==> config.mk <==
export PLATFORM = sky130hd
export DESIGN_NAME = bus_fifo_mailbox
export DESIGN_NICKNAME = d
export VERILOG_FILES = /design/src/rtl/bus_fifo_mailbox.sv
export SDC_FILE = /design/constraint.sdc
export NUM_CORES = 1
export LEC_CHECK = 0
export ABC_CLOCK_PERIOD_IN_PS = 4800
export BUFFER_PORTS_ARGS = -buffer_cell sky130_fd_sc_hd__buf_4
export CAP_MARGIN = 25
export CORE_UTILIZATION = 61
export CTS_CLUSTER_SIZE = 8
export DETAILED_ROUTE_END_ITERATION = 16
export GPL_ROUTABILITY_DRIVEN = 0
export PLACE_DENSITY = 0.89
export SETUP_SLACK_MARGIN = 0.3
export SKIP_CTS_REPAIR_TIMING = 1
export SLEW_MARGIN = 40
export SYNTH_ARGS = -nofsm -noshare
export SYNTH_HDL_FRONTEND = slang
export SYNTH_SLANG_ARGS = --single-unit
==> constraint.sdc <==
create_clock -name CLK -period 4.8 [get_ports CLK]
set_clock_uncertainty 0.2 [all_clocks]
set_input_delay 0.24 -clock CLK [delete_from_list [all_inputs] [get_ports CLK]]
set_output_delay 0.24 -clock CLK [all_outputs]
set_load 0.02 [all_outputs]
==> src/rtl/bus_fifo_mailbox.sv <==
// Bus-attached FIFO mailbox: DATA push/pop port plus STATUS, CTRL and THRESH registers.
// Single-cycle registered response for every request; level interrupt on fill threshold.
module bus_fifo_mailbox #(
    parameter int Depth        = 16,
    parameter int DataWidth    = 32,
    parameter int AddressWidth = 32
) (
    input  logic                    CLK,
    input  logic                    RST_N,
    input  logic                    device_req_i,
    input  logic [AddressWidth-1:0] device_addr_i,
    input  logic                    device_we_i,
    input  logic [3:0]              device_be_i,
    input  logic [DataWidth-1:0]    device_wdata_i,
    output logic                    device_rvalid_o,
    output logic [DataWidth-1:0]    device_rdata_o,
    output logic                    device_err_o,
    output logic                    irq_o
);

    localparam int PtrW = $clog2(Depth);
    localparam int CntW = PtrW + 1;

    localparam logic [1:0] RegData   = 2'd0;
    localparam logic [1:0] RegStatus = 2'd1;
    localparam logic [1:0] RegCtrl   = 2'd2;
    localparam logic [1:0] RegThresh = 2'd3;

    localparam logic [CntW-1:0] DepthCnt = CntW'(Depth);

    logic [DataWidth-1:0] mem_q [Depth];

    logic [PtrW-1:0]      wr_ptr_q, wr_ptr_d;
    logic [PtrW-1:0]      rd_ptr_q, rd_ptr_d;
    logic [CntW-1:0]      count_q, count_d;
    logic [CntW-1:0]      thresh_q, thresh_d;
    logic                 ovf_q, ovf_d;
    logic                 udf_q, udf_d;
    logic                 irq_en_q, irq_en_d;
    logic                 rvalid_q;
    logic [DataWidth-1:0] rdata_q, rdata_d;
    logic                 err_q, err_d;
    logic                 irq_q, irq_d;

    logic                 push;
    logic                 empty;
    logic                 full;
    logic [1:0]           sel;
    logic [CntW-1:0]      thresh_wr;
    logic [DataWidth-1:0] status_word;
    logic                 unused_addr_bits;

    assign empty     = (count_q == '0);
    assign full      = (count_q == DepthCnt);
    assign sel       = device_addr_i[3:2];
    assign thresh_wr = device_wdata_i[CntW-1:0];

    // Upper address bits alias onto the four registers.
    assign unused_addr_bits = ^{device_addr_i[AddressWidth-1:4], device_addr_i[1:0]};

    always_comb begin
        status_word       = '0;
        status_word[0]    = empty;
        status_word[1]    = full;
        status_word[2]    = ovf_q;
        status_word[3]    = udf_q;
        status_word[15:8] = 8'(count_q);
    end

    always_comb begin
        wr_ptr_d = wr_ptr_q;
        rd_ptr_d = rd_ptr_q;
        count_d  = count_q;
        thresh_d = thresh_q;
        ovf_d    = ovf_q;
        udf_d    = udf_q;
        irq_en_d = irq_en_q;
        rdata_d  = '0;
        err_d    = 1'b0;
        push     = 1'b0;

        if (device_req_i) begin
            if (device_we_i) begin
                case (sel)
                    RegData: begin
                        if (full) begin
                            err_d = 1'b1;
                            ovf_d = 1'b1;
                        end else if (device_be_i != 4'hF) begin
                            err_d = 1'b1;
                        end else begin
                            push     = 1'b1;
                            wr_ptr_d = wr_ptr_q + 1'b1;
                            count_d  = count_q + 1'b1;
                        end
                    end
                    RegCtrl: begin
                        if (device_be_i[0]) begin
                            irq_en_d = device_wdata_i[0];
                            if (device_wdata_i[1]) begin
                                wr_ptr_d = '0;
                                rd_ptr_d = '0;
                                count_d  = '0;
                                ovf_d    = 1'b0;
                                udf_d    = 1'b0;
                            end
                        end
                    end
                    RegThresh: begin
                        if (device_be_i[0]) begin
                            if (thresh_wr > DepthCnt) begin
                                thresh_d = DepthCnt;
                            end else if (thresh_wr == '0) begin
                                thresh_d = CntW'(1);
                            end else begin
                                thresh_d = thresh_wr;
                            end
                        end
                    end
                    default: ;
                endcase
            end else begin
                case (sel)
                    RegData: begin
                        if (empty) begin
                            err_d = 1'b1;
                            udf_d = 1'b1;
                        end else begin
                            rdata_d  = mem_q[rd_ptr_q];
                            rd_ptr_d = rd_ptr_q + 1'b1;
                            count_d  = count_q - 1'b1;
                        end
                    end
                    RegStatus: rdata_d = status_word;
                    RegCtrl:   rdata_d = DataWidth'(irq_en_q);
                    default:   rdata_d = DataWidth'(thresh_q);
                endcase
            end
        end

        // Evaluated on next-state values so irq_o is a plain flop aligned with count/thresh.
        irq_d = irq_en_d && (count_d >= thresh_d);
    end

    always_ff @(posedge CLK or negedge RST_N) begin
        if (!RST_N) begin
            wr_ptr_q <= '0;
            rd_ptr_q <= '0;
            count_q  <= '0;
            thresh_q <= CntW'(1);
            ovf_q    <= 1'b0;
            udf_q    <= 1'b0;
            irq_en_q <= 1'b0;
            rvalid_q <= 1'b0;
            rdata_q  <= '0;
            err_q    <= 1'b0;
            irq_q    <= 1'b0;
        end else begin
            wr_ptr_q <= wr_ptr_d;
            rd_ptr_q <= rd_ptr_d;
            count_q  <= count_d;
            thresh_q <= thresh_d;
            ovf_q    <= ovf_d;
            udf_q    <= udf_d;
            irq_en_q <= irq_en_d;
            rvalid_q <= device_req_i;
            rdata_q  <= rdata_d;
            err_q    <= err_d;
            irq_q    <= irq_d;
        end
    end

    always_ff @(posedge CLK) begin
        if (push) begin
            mem_q[wr_ptr_q] <= device_wdata_i;
        end
    end

    assign device_rvalid_o = rvalid_q;
    assign device_rdata_o  = rdata_q;
    assign device_err_o    = err_q;
    assign irq_o           = irq_q;

endmodule

==> impl_metrics.tcl <==
set metrics [dict create \
    grt_pass1_vias 12100 \
    hp-class "primary input to async pin" \
    reg2reg_from "count_q[0]" \
    die_width_um 191 \
    drtIter0Drc 1635 \
    ys_seq_area_share_pct 76.6 \
    cts_sinks 568 \
    placed_cell_area_um2 23200 \
    worstMarginPinSlew_ns 0.747 \
    grt_usage_pct 30.8 \
    slew_headroom_pct 50.2 \
    antenna_found_initial 1 \
    wl_met2_um 27900 \
    fillers 1802 \
    drive_gt1_share_pct 28.2 \
    synth_area_per_cell_um2 21.2 \
    wl_met1_um 19500 \
    row_count 69 \
    fin_crit_sh_pct 77.1 \
    grt_start_max_net_pins 62 \
    drt-wirelength-per-cell_um 31.6 \
    rsz0062_at_grt "false" \
    layout.cells.non_filler 1737 \
    numCtsBuffers 81 \
    clk_pin_slew_ns 0.05 \
    via_per_inst 6.77 \
    die_area_um2 36700 \
    wl_met3_um 5810 \
    ios 107 \
    dp_hpwl_um 26500 \
    crit_slowest_cell "nor2_4" \
    area.sequential_um2 16800 \
    cts_buffer_depth 3 \
    synthCells 1031 \
    powerDensity_nw_per_um2 510 \
    cts-root-buf "clkbuf_16" \
    setup-tns-final_ns 0 \
    cp_cell_sequence "inv_1 -> ha_1 -> nor4bb_1 -> nor4_2 -> nand2_1 -> nor2_4 -> buf_4" \
    syn_nets 1115 \
    clock_latency_ns 0.60 \
    htreeDepth 3 \
    numPortBuffers 76 \
    firstDrtPassIters 5 \
    synth_warnings 0 \
    cp-start-kind "register" \
    min_period_ns 3.70 \
    ys.flop_type "edfxtp_1" \
    synth.distinct_cells 56 \
    synth_async_sr_flop_share_pct 9.86 \
    multi_input_area_um2 4960 \
    synth_seq_cells 568 \
    synth-edff-count 512 \
    start_util_pct 61.7 \
    fmax_ghz 0.270 \
    drt-total-wl_um 54900 \
    nets 1294 \
    highest_layer "met4" \
    fin_util_pct 73.3 \
    worstPathArrival_ns 3.75 \
    core-area_um2 35500 \
    route.detailed.drc 0 \
    dp.cells 1548 \
    gr-total-overflow 0 \
    rr_endpoint "mem_q[8][25]" \
    final_area_um2 26000 \
    cp.required_ns 4.85 \
    vias 11800 \
    syn_area_um2 21900 \
    reg2reg_slack_ns 1.10 \
    cts_tree "yes" \
    critPathCaptureType "register" \
    critPathKind "register to register" \
    path_max_fanout 18 \
    slowest_delay_ns 0.62 \
    maxSlewViolCount 0 \
    grt_first_pass_wirelength_um 79200 \
    postRouteAntennaNets 0 \
    ir_worst_vdd_mv 0.331 \
    die_y_um 191 \
    drv_cap 0 \
    area_growth_pct 18.7 \
    hold_violations 0 \
    status "finished, final reports clean" \
    leakage_nw 8.64 \
    setup_viol 0 \
    r2r_cells 7 \
]
area by class of cell:
| type | instances | area share [%] |
|---|---|---|
| well taps | 461 | 2.22 |
| diodes | 1 | 0.00962 |
| clock inverters | 3 | 0.130 |
| multi-input cells | 398 | 19.1 |
| flip-flops and latches | 568 | 64.6 |
| repair buffers | 149 | 4.89 |
| inverters | 12 | 0.173 |
| clock buffers | 145 | 8.96 |
power by group:
group	switching, mW	internal [mW]	leakage, nW	total [mW]
clock network	2.07	3.25	1.12	5.32
registers	0.229	5.47	5.34	5.70
logic	1.11	1.14	2.17	2.25
layer usage:
metal / vias up / global-route usage [%]
li1: 4645 / -
met1: 6049 / 40.7
met2: 926 / 50.8
met3: 142 / 5.51
met4: 0 / 13.6
met5: - / 0
synth_stat cells (4+ instances only):
master / count / area share [%]
a21oi_1: 6 / 0.14
mux4_2: 128 / 13
clkbuf_1: 24 / 0.41
ha_1: 12 / 0.69
inv_1: 12 / 0.21
nand3_1: 7 / 0.16
xor2_1: 4 / 0.16
nand2b_1: 8 / 0.23
a22oi_2: 5 / 0.29
o211ai_1: 6 / 0.21
o21ai_0: 11 / 0.25
dfrtp_1: 55 / 6.3
buf_6: 4 / 0.21
nor2_1: 30 / 0.51
nand2_1: 30 / 0.51
nor2b_1: 4 / 0.11
nand4_1: 5 / 0.14
o22ai_1: 25 / 0.71
nor3_1: 11 / 0.25
edfxtp_1: 512 / 70
mux2i_1: 63 / 2.9
buf_2: 18 / 0.41
buf_1: 6 / 0.10
kinds of logic after synthesis:
group / Yosys count / share of synthesized area (%)
compound gates: 79 / 2.53
buf+inv: 65 / 1.37
fa+ha+maj: 12 / 0.686
xor+xnor: 4 / 0.160
mux: 192 / 16.1
simple gates: 111 / 2.55
flops: 568 / 76.6
worst max-delay path, delay by kind of cell, from the launching register on:
kind	cells	cell delay (ns)
adder cells (fa/ha/maj)	1	0.28
AND/OR/NAND/NOR	4	1.86
buffers and inverters	2	0.55
flip-flops	1	0.45
per-stage QoR:
stage	hold slack (ns)	setup WS (ns)	total power, mW
final	0.0283	1.10	13.3
after global routing	0.0906	1.02	13.6
after CTS	-0.405	0.836	13.3
after detailed placement	0.211	1.03	7.91
after global placement	0.194	1.28	7.82
after floorplan	-0.256	0.447	7.33
how the worst max path moves through the flow:
stage | start | end | cells after the start
5_1_grt | count_q[0] | mem_q[8][25] | 7
3_5_place_dp | count_q[1] | mem_q[8][26] | 7
2_1_floorplan | count_q[0] | mem_q[0][0] | 6
6_report | count_q[0] | mem_q[8][25] | 7
3_3_place_gp | count_q[0] | mem_q[13][27] | 7
4_1_cts | count_q[0] | mem_q[8][25] | 7
cells in the final DEF (no fill, tap or decap), types with 7 or more instances in the layout:
| cell | count |
|---|---|
| ha_1 | 12 |
| nand2b_1 | 7 |
| clkbuf_16 | 84 |
| mux2i_1 | 63 |
| nor2_1 | 18 |
| buf_4 | 104 |
| clkbuf_1 | 61 |
| o21ai_0 | 11 |
| dlygate4sd3_1 | 40 |
| edfxtp_1 | 512 |
| dfrtp_1 | 52 |
| o22ai_1 | 25 |
| nand2_1 | 30 |
| inv_1 | 12 |
| nor2_4 | 12 |
| mux4_2 | 128 |
sequential cells by signal, indices dropped and copies added (netlist names):
| signal | count |
|---|---|
| device_err_o | 1 |
| ovf_q | 1 |
| mem_q | 512 |
| udf_q | 1 |
| rd_ptr_q | 4 |
| thresh_q | 5 |
| irq_o | 1 |
| count_q | 5 |
| wr_ptr_q | 4 |
| device_rdata_o | 32 |
| device_rvalid_o | 1 |
| irq_en_q | 1 |
Note: power is estimated with default switching activity, not from simulation.
